## config.mk

```make
export PLATFORM = sky130hd
export DESIGN_NAME = parking_occupancy
export DESIGN_NICKNAME = d
export VERILOG_FILES = /design/src/rtl/parking_occupancy_pkg.sv /design/src/rtl/parking_occupancy_gate_timer.sv /design/src/rtl/parking_occupancy.sv
export SDC_FILE = /design/constraint.sdc
export NUM_CORES = 1
export LEC_CHECK = 0
export CORE_AREA = 5 5 42 44
export DETAILED_ROUTE_END_ITERATION = 8
export DIE_AREA = 0 0 47 49
export DONT_BUFFER_PORTS = 1
export GPL_TIMING_DRIVEN = 0
export PLACE_DENSITY = 0.68
export SYNTH_ARGS = -nofsm -noshare
export SYNTH_HDL_FRONTEND = slang
export SYNTH_SLANG_ARGS = --single-unit
export TNS_END_PERCENT = 1
```

## constraint.sdc

```tcl
create_clock -name clk_1Hz -period 2.5 [get_ports clk_1Hz]
set_clock_uncertainty 0.15 [all_clocks]
set_input_delay 0.375 -clock clk_1Hz [delete_from_list [all_inputs] [get_ports clk_1Hz]]
set_output_delay 0.375 -clock clk_1Hz [all_outputs]
set_load 0.01 [all_outputs]
```

## src/rtl/parking_occupancy_pkg.sv

```systemverilog
// Shared definitions for the parking occupancy block: gate FSM state
// encodings and the default lot parameters used by the Full stage and top level.
package parking_occupancy_pkg;

    // Gate FSM states; encodings are fixed so downstream stages can decode them.
    typedef enum logic [1:0] {
        StIdle      = 2'd0,
        StEntryOpen = 2'd1,
        StExitOpen  = 2'd2
    } gate_state_e;

    localparam int unsigned DefaultCapacity    = 4;
    localparam int unsigned DefaultGateTimeout = 10;

    // Width needed to hold a car count in the range 0..capacity.
    function automatic int unsigned count_width(input int unsigned capacity);
        return $clog2(capacity + 1);
    endfunction

endpackage

```

## src/rtl/parking_occupancy_gate_timer.sv

```systemverilog
// Gate-open timer: counts cycles while run is high, cleared by clear.
// done is high for the cycle in which the count sits at LIMIT-1.
module parking_occupancy_gate_timer #(
    parameter int unsigned LIMIT = 10
) (
    input  logic clk_1Hz,
    input  logic reset,
    input  logic clear,
    input  logic run,
    output logic done
);

    localparam int unsigned TW = (LIMIT > 1) ? $clog2(LIMIT) : 1;
    localparam logic [TW-1:0] LastCount = TW'(LIMIT - 1);

    logic [TW-1:0] cnt_q;

    // Cycle counter; saturates at LIMIT-1 so a stalled gate never wraps the timer.
    always_ff @(posedge clk_1Hz) begin
        if (reset || clear) begin
            cnt_q <= '0;
        end else if (run && (cnt_q != LastCount)) begin
            cnt_q <= cnt_q + 1'b1;
        end
    end

    assign done = (cnt_q == LastCount);

endmodule

```

## src/rtl/parking_occupancy.sv

```systemverilog
// Parking occupancy controller: arbitrates entry/exit gate requests, runs the
// gate-open FSM with pass-sensor handshake and timeout, tracks parked cars and
// emits a one-cycle full_signal pulse for the downstream Full LED stage.
module parking_occupancy
    import parking_occupancy_pkg::*;
#(
    parameter int unsigned CAPACITY     = DefaultCapacity,
    parameter int unsigned GATE_TIMEOUT = DefaultGateTimeout,
    localparam int unsigned CW          = count_width(CAPACITY)
) (
    input  logic          clk_1Hz,
    input  logic          reset,
    input  logic          entry_req,
    input  logic          exit_req,
    input  logic          entry_pass,
    input  logic          exit_pass,
    output logic          gate_open_in,
    output logic          gate_open_out,
    output logic [CW-1:0] count,
    output logic [CW-1:0] free_spaces,
    output logic          full_signal,
    output logic          full_level,
    output logic          empty,
    output logic          timeout_pulse
);

    localparam logic [CW-1:0] CapCount = CW'(CAPACITY);

    gate_state_e   state_q, state_d;
    logic [CW-1:0] count_q, count_d;
    logic          full_signal_q, full_signal_d;
    logic          timeout_q, timeout_d;
    logic          inc, dec;
    logic          timer_clear, timer_run, timer_done;

    // Timer held at zero while idle, so every gate opening starts a fresh count.
    assign timer_clear = (state_q == StIdle);
    assign timer_run   = (state_q != StIdle);

    parking_occupancy_gate_timer #(
        .LIMIT (GATE_TIMEOUT)
    ) u_gate_timer (
        .clk_1Hz (clk_1Hz),
        .reset   (reset),
        .clear   (timer_clear),
        .run     (timer_run),
        .done    (timer_done)
    );

    // FSM next state: exit has priority; a pass beats a simultaneous timeout.
    always_comb begin
        state_d   = state_q;
        inc       = 1'b0;
        dec       = 1'b0;
        timeout_d = 1'b0;
        unique case (state_q)
            StIdle: begin
                if (exit_req && (count_q != '0)) begin
                    state_d = StExitOpen;
                end else if (entry_req && (count_q != CapCount)) begin
                    state_d = StEntryOpen;
                end
            end
            StEntryOpen: begin
                if (entry_pass) begin
                    inc     = 1'b1;
                    state_d = StIdle;
                end else if (timer_done) begin
                    timeout_d = 1'b1;
                    state_d   = StIdle;
                end
            end
            StExitOpen: begin
                if (exit_pass) begin
                    dec     = 1'b1;
                    state_d = StIdle;
                end else if (timer_done) begin
                    timeout_d = 1'b1;
                    state_d   = StIdle;
                end
            end
            default: state_d = StIdle;
        endcase
    end

    // Count next value; the bounds guards are redundant with the FSM but keep it wrap-free.
    always_comb begin
        count_d = count_q;
        if (inc && (count_q != CapCount)) begin
            count_d = count_q + 1'b1;
        end else if (dec && (count_q != '0)) begin
            count_d = count_q - 1'b1;
        end
    end

    // Full pulse fires only on the transition into the full count.
    always_comb begin
        full_signal_d = (count_d == CapCount) && (count_q != CapCount);
    end

    // State, count and pulse registers.
    always_ff @(posedge clk_1Hz) begin
        if (reset) begin
            state_q       <= StIdle;
            count_q       <= '0;
            full_signal_q <= 1'b0;
            timeout_q     <= 1'b0;
        end else begin
            state_q       <= state_d;
            count_q       <= count_d;
            full_signal_q <= full_signal_d;
            timeout_q     <= timeout_d;
        end
    end

    // The FSM must never ask to move the count past its limits.
    count_bounds_a: assert property (@(posedge clk_1Hz) disable iff (reset)
        !(inc && (count_q == CapCount)) && !(dec && (count_q == '0)));

    assign gate_open_in  = (state_q == StEntryOpen);
    assign gate_open_out = (state_q == StExitOpen);
    assign count         = count_q;
    assign free_spaces   = CapCount - count_q;
    assign full_level    = (count_q == CapCount);
    assign empty         = (count_q == '0);
    assign full_signal   = full_signal_q;
    assign timeout_pulse = timeout_q;

endmodule

```

---- Yosys cells after proc, flatten, opt, wreduce, memory -nomap -nowiden ----
Cells that the tools add are included.
storage, ports and cells
  register bits ........................... 11
  bits of input ports ..................... 6
  output and inout port bits .............. 12
  logic and storage cells ................. 44
operators by class
  add/sub/neg operators ................... 4
  equality and inequality tests ........... 8
  multiplexer cells ....................... 16
  reductions and logical operators ........ 11
operators by type and width
  kind                                                                number
  2-bit 2-to-1 mux                                                    5
  1-bit 2-to-1 mux                                                    7
  3-bit == test, second input constant                                2
  1-bit logical AND                                                   6
  3-bit 2-to-1 mux                                                    2
  3-bit inequality test, second input constant                        2
  2-bit case mux with 3 select lines                                  1
  4-bit by 1-bit adder with 4-bit output, second input constant       1
  4-bit == test, second input constant                                1
  4-bit inequality test, second input constant                        1
  3-bit by 1-bit adder with 3-bit output, second input constant       1
  3-bit logical NOT                                                   1
  3-bit nonzero test                                                  1
  3-bit by 1-bit subtractor with 3-bit output, second input constant  1
  3-bit subtractor, first input constant                              1
  2-bit by 1-bit == test with 1-bit output, second input constant     1
  2-bit == test, second input constant                                1
  2-bit logical NOT                                                   1
  1-bit case mux with 2 select lines                                  1
  2-bit nonzero test                                                  1
  1-bit logical OR                                                    1

---- Longest topological paths before layout ----
  depth after elaboration ................. 7
  mapped depth ............................ 8
  mapped depth without buffers ............ 7

---- Modules after synthesis ----
From an unflattened synthesis, not the netlist that was laid out.
unflattened totals
  cells, all modules ...................... 80
  area total of the unflattened synthesis .. 737.0 um^2
by module, submodules not included
  module                        times used  cells each  area each (um^2)
  parking_occupancy             1           57          518.0
  parking_occupancy_gate_timer  1           23          219.0

---- Worst setup path after synthesis ----
OpenSTA, ideal clock, no wires.
  kind .................................... flip-flop to flip-flop
  start ................................... register count_q[0], in the netlist count[0]
  end ..................................... register full_signal_q, in the netlist full_signal
  library setup time ...................... 0.092 ns
  arrival ................................. 1.829 ns
  required time ........................... 2.258 ns
  slack ................................... 0.429 ns
  stages on the path, launching flop included .. 9
  clock period less this slack ............ 2.071 ns
  cell sequence ........................... dfxtp_1 > inv_1 > ha_1 > ha_1 > and3b_1 > buf_6 > mux2i_1 > xnor2_1 > nor4_1
between the ends
  cells in the longest elaborated chain, start to end .. 6
ends and longest elaborated chain
  element                                                                                              RTL line                  text
  start, declared                                                                                      parking_occupancy.sv:30   logic [CW-1:0] count_q, count_d;
  start signal, assigned                                                                               parking_occupancy.sv:110  count_q <= count_d;
  parallel branches: the longest is 5 deep, another holds 3-bit by 1-bit subtractor with 3-bit output  n/a
  1-bit logical AND (*)                                                                                parking_occupancy.sv:98   full_signal_d = (count_d == CapCount) && (count_q != CapCount);
  end signal, assigned                                                                                 parking_occupancy.sv:111  full_signal_q <= full_signal_d;
  end, declared                                                                                        parking_occupancy.sv:31   logic full_signal_q, full_signal_d;
Mark *: on every way between the ends.
A chain may end at the register's enable or synchronous reset.

---- Worst setup path in the final report ----
Ends and elaborated chain as after synthesis.

==> impl_metrics.csv <==
group,metric,value,unit
outcome,status,"finished, final reports clean",
timing,finalSetupViolCount,0,
routing,viasPerCell,5.532,
hold_path,hp-class,"in -> reg",
floorplanning,core_area,1401,sq um
timing,slew_viol_final,0,
clock_network,clk_latency,0.26,ns
global_routing,grt_antenna_before_repair,0,
global_routing,grt_pass1_vias,501,
clock_network,clockBufferDepth,2,
worst_setup_path,required,2.51,ns
timing,finalHoldViolations,0,
pwr,vdd_ir_drop_max,0.0003717,V
clock_network,clock-sinks,11,
worst_setup_path,path_cells,"inv_1 > ha_1 > ha_1 > and3b_1 > buf_6 > mux2i_1 > xnor2_1 > nor4_1",
global_routing,grt_overflow,0,
floorplanning,dieArea,2303,sq um
routing,drtIter0Drc,5,
synth,yosys_warnings,0,
timing,slew_headroom,73.22,%
clock_network,hold_buffers,0,
clock_network,clk_pin_slew,0.07,ns
floorplanning,die_h,49,microns
clock_network,numCtsBuffers,3,
global_routing,grt_max_degree,11,
global_routing,grt_util_met2,17.87,%
global_routing,top_usage_layer,"met2",
routing,ant_nets,0,
routing,avgRoutedWirePerCell,12.90,microns
worst_setup_path,path_buf_inv,2,
pwr,power_density,525.2,nW/um^2
job,maxCapViolCount,0,
final_layout,antenna_cells,0,
final_layout,syn_to_final_growth,6.715,%
placed_design,place_ws,0.1494,ns
clock_network,cts_root_buffer,"clkbuf_4",
global_routing,grt_util_met1,14.92,%
synth,seq_area_frac_synth,31.94,%
worst_setup_path,worst_path_max_delay_cell,"dfxtp_1",
global_routing,use_met3,5.904,%
placed_design,placed_area,709.4,sq um
final_layout,nets,96,
synth,ys_ff_latch,11,
worst_setup_path,worstPathMaxFanout,7,
routing,route.vias.total,520,
placed_design,routabilityCongestion,0.8147,
clock_network,cts_setup_buffers,0,
placed_design,place_hpwl,984.2,microns
routing,wl,1213,microns
synth,syn_inst,74,
timing,rsz0062_at_grt,"no",
floorplanning,io_pins,18,
routing,firstDrtPassIters,4,
synth,synth_nets,91,
clock_network,cts_tree,"done",
floorplanning,row_count,14,
timing,period_share,93.67,%
floorplanning,dieWidth,47,microns
global_routing,grt_pass1_wl,2083,microns
worst_setup_path,critPathLaunchType,"register",
timing,fmax,427.0,MHz
timing,tightest_slew,0.4017,ns
synth,avgSynthCellArea,9.316,sq um
timing,fin_ws,0.1582,ns
final_layout,drive_above_1_share,10.26,%
routing,route.detailed.drc,0,
synth,synth_cell_types,29,
floorplanning,initial_core_util,49.20,%
clock_network,htree_levels,1,
placed_design,io_buffers,0,
worst_setup_path,cp-end-kind,"register",
timing,hold_slack,0.03794,ns
timing,setup_tns,0,ns
clock_network,cts.repair.resized,0,
worst_setup_path,crit_path_frequent_cell,"ha_1",
global_routing,grt_usage,12.09,%
worst_setup_path,cp.arrival,2.35,ns
synth,syn-cell-area,689.4,sq um
final_layout,post-route-util,52.50,%
timing,finalCriticalPeriod,2.342,ns
worst_setup_path,crit_type,"reg -> reg",
worst_setup_path,critPathMaxStageDelay,0.48,ns
worst_setup_path,path_delay_family,"adder cells",
pwr,power.leakage,0.3100,nW
final_layout,fin_area,735.7,sq um
[cells by family (layout without fill, tap and decap cells)]
family / count (synthesis) / after routing / synth area share (%)
AOI/OAI and AO/OA: 7 / 7 / 8.713
adders and majority gates: 11 / 11 / 19.96
and+or+nand+nor: 26 / 26 / 22.50
DFF: 11 / 11 / 31.94
buffers and inverters: 13 / 17 / 8.710
xor gates and xnor gates: 4 / 4 / 5.083
muxes: 2 / 2 / 3.085
[final cells by class]
cell class,count,area (sq um)
fill,135,665.6
multi-input combinational,50,409.1
sequential,11,220.2
inverter,10,37.54
clock buffer,4,26.28
buffer,3,22.52
tap,16,20.02
[metal layers]
| metal | vias to the layer above | routed length [microns] |
|---|---|---|
| met5 | - | 0 |
| met4 | 0 | 13 |
| met3 | 2 | 91 |
| met2 | 14 | 551 |
| met1 | 239 | 557 |
| li1 | 265 | - |
[state kept, by name, indices dropped and copies added, names as in the netlist]
register,cells
u_gate_timer.cnt_q,4
timeout_pulse,1
full_signal,1
state_q,2
count,3
[layout by cell type (no fill, tap or decap), types with 2 or more instances in the layout]
master and n:
nor2_1 6, nand3_1 2, and3b_1 2, nor4_1 2
ha_1 11, o32ai_1 2, clkbuf_1 2, inv_1 9
nand3b_1 2, dfxtp_1 11, clkbuf_4 3, nand2b_1 3
xnor2_1 3, nor3_1 4
[power by group]
group / total, mW / switching (mW) / internal [mW]
logic: 0.0788 / 0.0436 / 0.0352
registers: 0.192 / 0.00935 / 0.182
clock network: 0.116 / 0.0544 / 0.0615
total: 0.386 / 0.107 / 0.279
[synth_stat cells]
cell | number | area, sq um
a2111oi_0 | 1 | 8.760
a221oi_1 | 1 | 8.760
a22oi_1 | 1 | 7.510
a311oi_1 | 1 | 8.760
and3b_1 | 2 | 17.52
and4b_1 | 1 | 10.01
buf_4 | 1 | 7.510
buf_6 | 1 | 11.26
clkbuf_1 | 1 | 3.750
dfxtp_1 | 11 | 220.2
ha_1 | 11 | 137.6
inv_1 | 9 | 33.78
inv_2 | 1 | 3.750
mux2_2 | 1 | 11.26
mux2i_1 | 1 | 10.01
nand2_1 | 1 | 3.750
nand2b_1 | 3 | 18.77
nand3_1 | 2 | 10.01
nand3b_1 | 2 | 15.01
nor2_1 | 6 | 22.52
nor3_1 | 4 | 20.02
nor3b_1 | 1 | 7.510
nor4_1 | 2 | 12.51
nor4b_1 | 1 | 8.760
o31a_1 | 1 | 8.760
o32ai_1 | 2 | 17.52
or3b_2 | 1 | 8.760
xnor2_1 | 3 | 26.28
xor2_1 | 1 | 8.760
[through the flow]
| stage | power (mW) | std cells |
|---|---|---|
| 2_1_floorplan | 0.2599 | 74 |
| 5_1_grt | 0.4094 | 94 |
| 6_report | 0.3864 | 94 |
| 4_1_cts | 0.3908 | 94 |
| 3_3_place_gp | 0.2730 | 90 |
| 3_5_place_dp | 0.2750 | 90 |
[worst paths after layout]
kind / from / to / slack, ns / depth (start not counted)
setup / recovery: count[0] / full_signal / 0.16 / 8
hold / removal: reset / u_gate_timer.cnt_q[1] / 0.04 / 1
setup reg to reg: count[0] / full_signal / 0.16 / 8
hold reg to reg: u_gate_timer.cnt_q[1] / u_gate_timer.cnt_q[1] / 0.38 / 2
No activity file was read; power rests on OpenSTA's default activity.
